`src/rtl/alu_rs_pkg.sv`:
```
// Shared ALU reservation station types, tag encoding and the CDB snoop helper.
// Tags are {prefix, root}; load/store roots stop short of 15 so that tagFree stays unallocatable.
package alu_rs_pkg;

    localparam int ENTRIES = 16;
    localparam int ROOT_W  = $clog2(ENTRIES);
    localparam int DATA_W  = 32;
    localparam int TAG_W   = 5;
    localparam int NAME_W  = 5;
    localparam int OP_W    = 6;
    localparam int ADDR_W  = 32;

    typedef logic [DATA_W-1:0] DataBus;
    typedef logic [TAG_W-1:0]  TagBus;
    typedef logic [ROOT_W-1:0] TagRootBus;
    typedef logic [NAME_W-1:0] NameBus;
    typedef logic [OP_W-1:0]   OpBus;
    typedef logic [ADDR_W-1:0] InstAddrBus;

    localparam TagBus tagFree      = 5'b11111;
    localparam logic  ALUtagPrefix = 1'b0;
    localparam logic  LStagPrefix  = 1'b1;
    localparam OpBus  NOP          = 6'd0;
    localparam logic  Enable       = 1'b1;
    localparam logic  Disable      = 1'b0;

    typedef enum logic [1:0] {SLOT_FREE, SLOT_WAIT, SLOT_ISSUED} slot_state_e;

    typedef struct packed {
        TagBus  tag;
        DataBus data;
    } opnd_t;

    typedef struct packed {
        opnd_t      o;
        opnd_t      t;
        TagBus      tag_w;
        NameBus     name_w;
        OpBus       op;
        InstAddrBus addr;
    } rs_entry_t;

    // ALU bus wins if both buses somehow carry the same tag.
    function automatic opnd_t snoop(input opnd_t cur,
                                    input logic en_a, input TagBus tag_a, input DataBus dat_a,
                                    input logic en_l, input TagBus tag_l, input DataBus dat_l);
        opnd_t res;
        res = cur;
        if (cur.tag != tagFree) begin
            if (en_a && cur.tag == tag_a) begin
                res.tag  = tagFree;
                res.data = dat_a;
            end else if (en_l && cur.tag == tag_l) begin
                res.tag  = tagFree;
                res.data = dat_l;
            end
        end
        return res;
    endfunction

endpackage

```
`src/rtl/alu_rs_lowsel.sv`:
```
// Priority picker: lowest set request index plus an any-request flag.
// Purely combinational; no backpressure.
module alu_rs_lowsel
    import alu_rs_pkg::*;
#(
    parameter int N = ENTRIES,
    parameter int W = ROOT_W
) (
    input  logic [N-1:0] i_req,
    output logic [W-1:0] o_idx,
    output logic         o_any
);

    always_comb begin
        o_idx = '0;
        o_any = 1'b0;
        for (int i = N - 1; i >= 0; i--) begin
            if (i_req[i]) begin
                o_idx = W'(i);
                o_any = 1'b1;
            end
        end
    end

endmodule

```
`src/rtl/alu_rs.sv`:
```
// ALU reservation station: 16 slots, CDB wakeup, one lowest-index issue per cycle via a single register stage.
// Dispatch-ready instructions bypass into selection; a slot stays held until its own ALU result is broadcast.
module alu_rs
    import alu_rs_pkg::*;
(
    input  logic              clk,
    input  logic              rst,
    input  logic              ALUen,
    input  logic [DATA_W-1:0] ALUoperandO,
    input  logic [DATA_W-1:0] ALUoperandT,
    input  logic [TAG_W-1:0]  ALUtagO,
    input  logic [TAG_W-1:0]  ALUtagT,
    input  logic [TAG_W-1:0]  ALUtagW,
    input  logic [NAME_W-1:0] ALUnameW,
    input  logic [OP_W-1:0]   ALUop,
    input  logic [ADDR_W-1:0] ALUaddr,
    input  logic              enCDBALU,
    input  logic [TAG_W-1:0]  CDBALUtag,
    input  logic [DATA_W-1:0] CDBALUdata,
    input  logic              enCDBLS,
    input  logic [TAG_W-1:0]  CDBLStag,
    input  logic [DATA_W-1:0] CDBLSdata,
    output logic [ROOT_W-1:0] ALUfreeTag,
    output logic              ALUfull,
    output logic              issueEn,
    output logic [DATA_W-1:0] issueOperandO,
    output logic [DATA_W-1:0] issueOperandT,
    output logic [TAG_W-1:0]  issueTagW,
    output logic [NAME_W-1:0] issueNameW,
    output logic [OP_W-1:0]   issueOp,
    output logic [ADDR_W-1:0] issueAddr
);

    slot_state_e        r_state [ENTRIES];
    rs_entry_t          r_ent   [ENTRIES];
    rs_entry_t          r_iss;
    logic               r_iss_en;

    logic [ENTRIES-1:0] w_free_req;
    logic [ENTRIES-1:0] w_rdy_req;
    TagRootBus          w_free_idx;
    TagRootBus          w_iss_idx;
    logic               w_free_any;
    logic               w_rdy_any;
    logic               w_disp;
    logic               w_in_rdy;
    rs_entry_t          w_in;
    rs_entry_t          w_iss_ent;

    assign w_disp     = ALUen & w_free_any;
    assign ALUfull    = ~w_free_any;
    assign ALUfreeTag = w_free_idx;

    always_comb begin
        w_in.o      = snoop('{tag: ALUtagO, data: ALUoperandO}, enCDBALU, CDBALUtag, CDBALUdata,
                            enCDBLS, CDBLStag, CDBLSdata);
        w_in.t      = snoop('{tag: ALUtagT, data: ALUoperandT}, enCDBALU, CDBALUtag, CDBALUdata,
                            enCDBLS, CDBLStag, CDBLSdata);
        w_in.tag_w  = ALUtagW;
        w_in.name_w = ALUnameW;
        w_in.op     = ALUop;
        w_in.addr   = ALUaddr;
        w_in_rdy    = w_disp && (w_in.o.tag == tagFree) && (w_in.t.tag == tagFree);
    end

    // The slot being filled is FREE in registered state, so its ready bit comes only from the bypass term.
    always_comb begin
        w_free_req = '0;
        w_rdy_req  = '0;
        for (int i = 0; i < ENTRIES; i++) begin
            w_free_req[i] = (r_state[i] == SLOT_FREE);
            w_rdy_req[i]  = ((r_state[i] == SLOT_WAIT) && (r_ent[i].o.tag == tagFree)
                             && (r_ent[i].t.tag == tagFree))
                            || (w_in_rdy && (w_free_idx == TagRootBus'(i)));
        end
    end

    alu_rs_lowsel u_free_sel (
        .i_req (w_free_req),
        .o_idx (w_free_idx),
        .o_any (w_free_any)
    );

    alu_rs_lowsel u_issue_sel (
        .i_req (w_rdy_req),
        .o_idx (w_iss_idx),
        .o_any (w_rdy_any)
    );

    assign w_iss_ent = (w_in_rdy && (w_iss_idx == w_free_idx)) ? w_in : r_ent[w_iss_idx];

    always_ff @(posedge clk) begin
        if (rst) begin
            for (int i = 0; i < ENTRIES; i++) begin
                r_state[i]     <= SLOT_FREE;
                r_ent[i].o.tag <= tagFree;
                r_ent[i].t.tag <= tagFree;
            end
        end else begin
            for (int i = 0; i < ENTRIES; i++) begin
                case (r_state[i])
                    SLOT_FREE: begin
                        if (w_disp && (w_free_idx == TagRootBus'(i))) begin
                            r_ent[i]   <= w_in;
                            r_state[i] <= (w_rdy_any && (w_iss_idx == TagRootBus'(i)))
                                          ? SLOT_ISSUED : SLOT_WAIT;
                        end
                    end
                    SLOT_WAIT: begin
                        r_ent[i].o <= snoop(r_ent[i].o, enCDBALU, CDBALUtag, CDBALUdata,
                                            enCDBLS, CDBLStag, CDBLSdata);
                        r_ent[i].t <= snoop(r_ent[i].t, enCDBALU, CDBALUtag, CDBALUdata,
                                            enCDBLS, CDBLStag, CDBLSdata);
                        if (w_rdy_any && (w_iss_idx == TagRootBus'(i))) begin
                            r_state[i] <= SLOT_ISSUED;
                        end
                    end
                    SLOT_ISSUED: begin
                        if (enCDBALU && (CDBALUtag == {ALUtagPrefix, TagRootBus'(i)})) begin
                            r_state[i] <= SLOT_FREE;
                        end
                    end
                    default: r_state[i] <= SLOT_FREE;
                endcase
            end
        end
    end

    always_ff @(posedge clk) begin
        if (rst) begin
            r_iss_en    <= Disable;
            r_iss       <= '0;
            r_iss.tag_w <= tagFree;
            r_iss.op    <= NOP;
        end else begin
            r_iss_en <= w_rdy_any ? Enable : Disable;
            if (w_rdy_any) begin
                r_iss <= w_iss_ent;
            end
        end
    end

    assign issueEn       = r_iss_en;
    assign issueOperandO = r_iss.o.data;
    assign issueOperandT = r_iss.t.data;
    assign issueTagW     = r_iss.tag_w;
    assign issueNameW    = r_iss.name_w;
    assign issueOp       = r_iss.op;
    assign issueAddr     = r_iss.addr;

endmodule

```
`config.mk`:
```
export PLATFORM = sky130hd
export DESIGN_NAME = alu_rs
export DESIGN_NICKNAME = d
export VERILOG_FILES = /design/src/rtl/alu_rs_pkg.sv /design/src/rtl/alu_rs_lowsel.sv /design/src/rtl/alu_rs.sv
export SDC_FILE = /design/constraint.sdc
export NUM_CORES = 2
export LEC_CHECK = 0
export CELL_PAD_IN_SITES_DETAIL_PLACEMENT = 0
export CELL_PAD_IN_SITES_GLOBAL_PLACEMENT = 2
export CORE_UTILIZATION = 43
export DETAILED_ROUTE_END_ITERATION = 8
export PLACE_DENSITY_LB_ADDON = 0.1
export SYNTH_ARGS = -nofsm -noshare
export SYNTH_HDL_FRONTEND = slang
export SYNTH_SLANG_ARGS = --single-unit
```
`constraint.sdc`:
```
create_clock -name clk -period 10.2 [get_ports clk]
set_input_delay 1.02 -clock clk [delete_from_list [all_inputs] [get_ports clk]]
set_output_delay 1.02 -clock clk [all_outputs]
set_load 0.03 [all_outputs]
```
Yosys cells after proc, flatten, opt, wreduce, memory -nomap -nowiden
Memory sizes are Yosys's and may differ from the RTL's.
Index checks and enable logic that the tools add are counted.
{"block": "word_totals", "register_bits": 113, "ram_bits": 1984, "input_bits": 201, "out_inout_bits": 118, "elab_cells": 1301, "memories": 2}
{"memory": "r_ent", "words": 16, "width": 122, "rd": 17, "rd_clocked_by_memory_dff": 0, "write_ports": 16, "line": "alu_rs.sv:35", "source": "rs_entry_t r_ent [ENTRIES];"}
{"memory": "r_state", "words": 16, "width": 2, "rd": 16, "rd_clocked_by_memory_dff": 0, "write_ports": 16, "line": "alu_rs.sv:34", "source": "slot_state_e r_state [ENTRIES];"}
{"block": "op_classes", "n_eq_ne": 214, "mux": 698, "bitwise": 162, "reduce_logical": 218}
{"cell": "$mux 37", "count": 166}
{"cell": "$mux 32", "count": 32}
{"cell": "$eq 5x5->1", "count": 68}
{"cell": "$mux 1", "count": 323}
{"cell": "$mux 5", "count": 64}
{"cell": "$eq 5x5->1 const B", "count": 34}
{"cell": "$ne 5x5->1 const B", "count": 34}
{"cell": "$logic_and 1x1->1", "count": 167}
{"cell": "$mux 2", "count": 80}
{"cell": "$or 1x1->1", "count": 160}
{"cell": "$mux 4", "count": 32}
{"cell": "$mux 117", "count": 1}
{"cell": "$eq 4x4->1 const B", "count": 16}
{"cell": "$reduce_or 3->1", "count": 16}
{"cell": "$eq 5x4->1 const B", "count": 8}
{"cell": "$eq 2x1->1 const B", "count": 16}
{"cell": "$eq 2x2->1 const B", "count": 16}
{"cell": "$eq 4x3->1 const B", "count": 8}
{"cell": "$logic_not 2->1", "count": 16}
{"cell": "$eq 5x3->1 const B", "count": 4}
{"cell": "$eq 4x2->1 const B", "count": 4}
{"cell": "$logic_or 1x1->1", "count": 16}
{"cell": "$eq 5x2->1 const B", "count": 2}
{"cell": "$eq 4x1->1 const B", "count": 2}
{"cell": "other kinds (6)", "count": 7}

Depth between registers and ports, before layout
An unclocked memory read counts as a cell.
{"block": "logic_depth", "depth_word": 48, "mapped_depth": 20, "depth_no_buf": 14}

Cells and area by module
Synthesis repeated with hierarchy kept, for this count alone.
{"block": "hier_totals", "hier_cells": 8399, "hier_area_um2": 114569.9}
{"module": "alu_rs", "n_inst": 1, "cells_per_inst": 8333, "area_per_inst_um2": 114212.0, "seq_area_each_um2": 61839.3}
{"module": "alu_rs_lowsel", "n_inst": 2, "cells_per_inst": 33, "area_per_inst_um2": 178.9, "seq_area_each_um2": 0.0}

Worst setup path before layout
OpenSTA, ideal clock, no wires.
{"block": "synth_path", "path_kind": "input -> register", "startpoint": "input ALUen", "endpoint": "memory r_ent[7][100] (netlist bit), enable pin", "setup_time_ps": 421, "arrival_ps": 8679, "required_time_ps": 9779, "setup_slack_ps": 1100, "stages": 6, "path_buffers": 1, "path_cell_list": "clkbuf_1 > nor2b_1 > nand3_1 > nor4_1 > nor2_1 > nor2_1"}
{"element": "start: declaration", "line": "alu_rs.sv:8", "source": "input logic ALUen,"}
{"element": "end: declaration", "line": "alu_rs.sv:35"}

Worst setup path in the final report
{"block": "layout_path", "startpoint": "input enCDBALU", "endpoint": "register r_iss, in the netlist issueAddr[11]"}
{"block": "layout_between", "elab_chain_cells": 27, "word_cells_on_any_way": 78, "cone_classes": "eq/ne (3); mux (37); reduce/logical (37); memory (1)"}
{"element": "start: declaration", "line": "alu_rs.sv:17", "source": "input logic enCDBALU,"}
{"element": "$logic_and 1x1->1", "line": "alu_rs_pkg.sv:50", "source": "if (en_a && cur.tag == tag_a) begin"}
{"element": "$mux 37", "line": "alu_rs_pkg.sv:50"}
{"element": "$mux 37", "line": "alu_rs_pkg.sv:49", "source": "if (cur.tag != tagFree) begin"}
{"element": "$eq 5x5->1", "line": "alu_rs.sv:63", "source": "w_in_rdy = w_disp && (w_in.o.tag == tagFree) && (w_in.t.tag == tagFree);"}
{"element": "$logic_and 1x1->1", "line": "alu_rs.sv:63"}
{"element": "$logic_and 1x1->1 (*)", "line": "alu_rs.sv:63"}
{"element": "branches (longest 21 deep; another with $mux 4)"}
{"element": "end signal: assignment", "line": "alu_rs.sv:138", "source": "r_iss <= w_iss_ent;"}
{"element": "end: declaration", "line": "alu_rs.sv:36", "source": "rs_entry_t r_iss;"}
Mark *: on every way between the ends.
A chain may end at the register's enable or synchronous reset.

==> flow_summary_export.csv <==
group,metric,value,unit
final_layout,multi_input_gate_area_in_the_final_layout,44800,µm²
grt,grt_pass1_vias,82500,
sta,total_count_of_hold_check_failures_in_the_final_report,0,
placement,place.detailed.hpwl,253000,µm
final_layout,flow.area_growth_from_synthesis,12.3,%
sta,hold_ws,552,ps
critical_path,crit_fanout,84,
critical_path,start_kind,"primary input",
synth,async_flop_share,0,
synth,postSynthCellCount,9301,
cts,numCtsBuffers,232,
floorplanning,die_width,509,µm
grt,grt_start_max_net_pins,171,
sta,timing.fmax,144,MHz
synth,synth-edff-count,1984,
sta,tightestPinTransition,1460,ps
floorplanning,die-height,509,µm
sta,maxSlewHeadroom,0.0292,
grt,grt-ovfl-total,0,
placement,place_area,117000,µm²
critical_path,arrival,7740,ps
synth,post-synth-top-area-cell,"edfxtp_1",
cts,ctsResizeCount,0,
pwr,power_density,206,nW/µm²
drt,routedWlPerCell,38.0,µm
run,max-cap-violations,0,
cts,cts-hold-fix-buffers,0,
drt,first_iter_violations,11400,
cts,postCtsSetupRepairBufs,0,
pwr,power.ir.vdd_worst,0.000251,V
synth,synth-seq-cells,2097,
placement,preCtsSetupSlack,2570,ps
final_layout,num-fill-cells,22500,
placement,port_buffers,318,
synth,synth_fp_nets,9502,
cts,clk_root_buffer_cell,"clkbuf_16",
synth,synth_area,110000,µm²
drt,routed_via_count,86300,
synth,ys.warnings.count,0,
critical_path,crit_path_top_delay_cell,"and3_2",
final_layout,utilization,0.487,
cts,cts.sink_count,2097,
min_path,worstHoldPathType,"flop to flop",
synth,synth_top_cells_by_count,"edfxtp_1, mux2i_1, o22ai_1, clkbuf_1, nor2_1",
cts,cts_buffer_depth,3,
sta,slew_violations,0,
cts,clock_tree_from_tritoncts,"built",
drt,postRouteWirelength,480000,µm
placement,number_of_placed_instances_taps_included,12200,
floorplanning,starting_density,0.434,
grt,initial_antenna_violation_count,16,
sta,period_needed,6940,ps
sta,postLayoutSetupSlackWorst,3260,ps
final_layout,final_layout_size_suffix_gt1_frac,0.0916,
sta,setup_repair_after_global_routing_missed_its_margin,"no",
final_layout,final_nets,9238,
floorplanning,number_of_rows_created_at_floorplan,185,
drt,drtAntennaViolNets,0,
critical_path,worst_ep_required_time,11000,ps
final_layout,postLayoutCellArea,124000,µm²
final_layout,instances_no_fill,12600,
grt,grt_use_total,0.361,
synth,netlist.area_leader.share,0.540,
placement,finalWeightedCongestion,0.876,
critical_path,setup.worst_path.end_class,"flop",
floorplanning,design.die.area,259000,µm²
sta,min_period_over_period,0.680,
sta,setup_viol_count_final,0,
cts,cts_htree_levels,4,
sta,final.setup_skew,49.2,ps
final_layout,sequential_cell_area,61800,µm²
floorplanning,core_area,255000,µm²
synth,yosys-top-cells-area,"edfxtp_1, mux2i_1, o22ai_1, a211oi_1, clkbuf_1",
pwr,power.leakage,40.2,nW
status,outcome,"completed",
pwr,total_power,25.5,mW
cts,clock_latency,950,ps
synth,post-synth-top-count-cell,"edfxtp_1",
floorplanning,io-pin-count,319,
synth,syn_area_per_cell,11.9,µm²
cts,clk_pin_slew,60,ps
critical_path,critical_path.cell_chain,"clkdlybuf4s50_1, buf_4, and3_2, or3b_1, a41oi_1, o311ai_0, nand3_1, nand2_1, nand2_1, nand4_1, buf_12, buf_4, nor2_1, nor4_1, nor2_1",
synth,synthFlopType,"edfxtp_1",
sta,final.setup.tns,0,ps
critical_path,timing_worst_setup_path_type,"primary input to flop",
critical_path,critPathMaxStageDelay,1000,ps
drt,drc,0,
grt,grt_first_pass_wirelength,657000,µm
drt,avgViaCountPerCell,6.84,
drt,detail_route.first_pass.iterations,8,
synth,synth.yosys.seq_area_share,0.560,
synth,synth.distinct_cells,75,
cell families after synthesis:
family / synth area share
compound gates: 0.133
xor+xnor: 0.0272
buf+inv: 0.0409
flops: 0.560
mux: 0.173
simple gates: 0.0662
worst paths after layout:
path	start	end	slack (ps)	cells after the start
max	enCDBALU	issueAddr[11]$_SDFFE_PP0P_	3260	15
min	issueAddr[17]$_SDFFE_PP0P_	issueAddr[17]$_SDFFE_PP0P_	550	2
max reg2reg	r_state[0][15]$_SDFFCE_PP0P_	issueOperandO[2]$_SDFFE_PP0P_	3520	16
min reg2reg	issueAddr[17]$_SDFFE_PP0P_	issueAddr[17]$_SDFFE_PP0P_	550	2
sequential cells by signal (all words and copies together) (netlist names):
name,cells
r_ent,1952
issueAddr,32
issueOperandO,32
issueOperandT,32
r_state,32
issueOp,6
issueNameW,5
issueTagW,5
issueEn,1
metal layers:
layer  track usage  routed length, µm
met5       0.00111                161
met4         0.181              26900
met3        0.0738              48400
met2         0.566             216000
met1         0.473             188000
critical path, delay by kind of cell:
family                 cells  cell delay, ps
AOI/OAI and AO/OA          2             320
buffers and inverters      4            1950
and+or+nand+nor            9            3950
final cells by class:
class,count,area share
flip-flops and latches,2097,0.499
multi-input cells,6077,0.362
inverters,33,0.00124
repair buffers,596,0.0445
well taps,3366,0.0340
clock inverters,108,0.00792
diodes,7,0.000141
clock buffers,332,0.0519
layout by cell type (no fill, tap or decap), drive strengths merged, types with 10 or more instances in the layout:
master / instances
and2: 108
clkdlybuf4s50: 307
nand3: 67
inv: 35
o221ai: 57
xor2: 273
mux2i: 1834
nor2b: 13
a211oi: 456
a21oi: 241
a21boi: 10
nor2: 706
a31oi: 21
nor3: 32
xnor2: 70
dfxtp: 113
o22ai: 1053
a221oi: 52
nand2b: 15
a22oi: 38
mux2: 67
clkbuf: 332
clkinv: 97
nor4: 182
buf: 289
nand2: 362
o21ai: 158
a31o: 27
edfxtp: 1984
and3: 73
o21a: 71
where the power goes:
group | internal (mW) | switching (mW) | leakage [nW]
registers | 10.1 | 0.413 | 19.0
clock network | 4.57 | 3.74 | 3.61
logic | 2.17 | 4.48 | 17.6
Note: power is estimated with default switching activity, not from simulation.
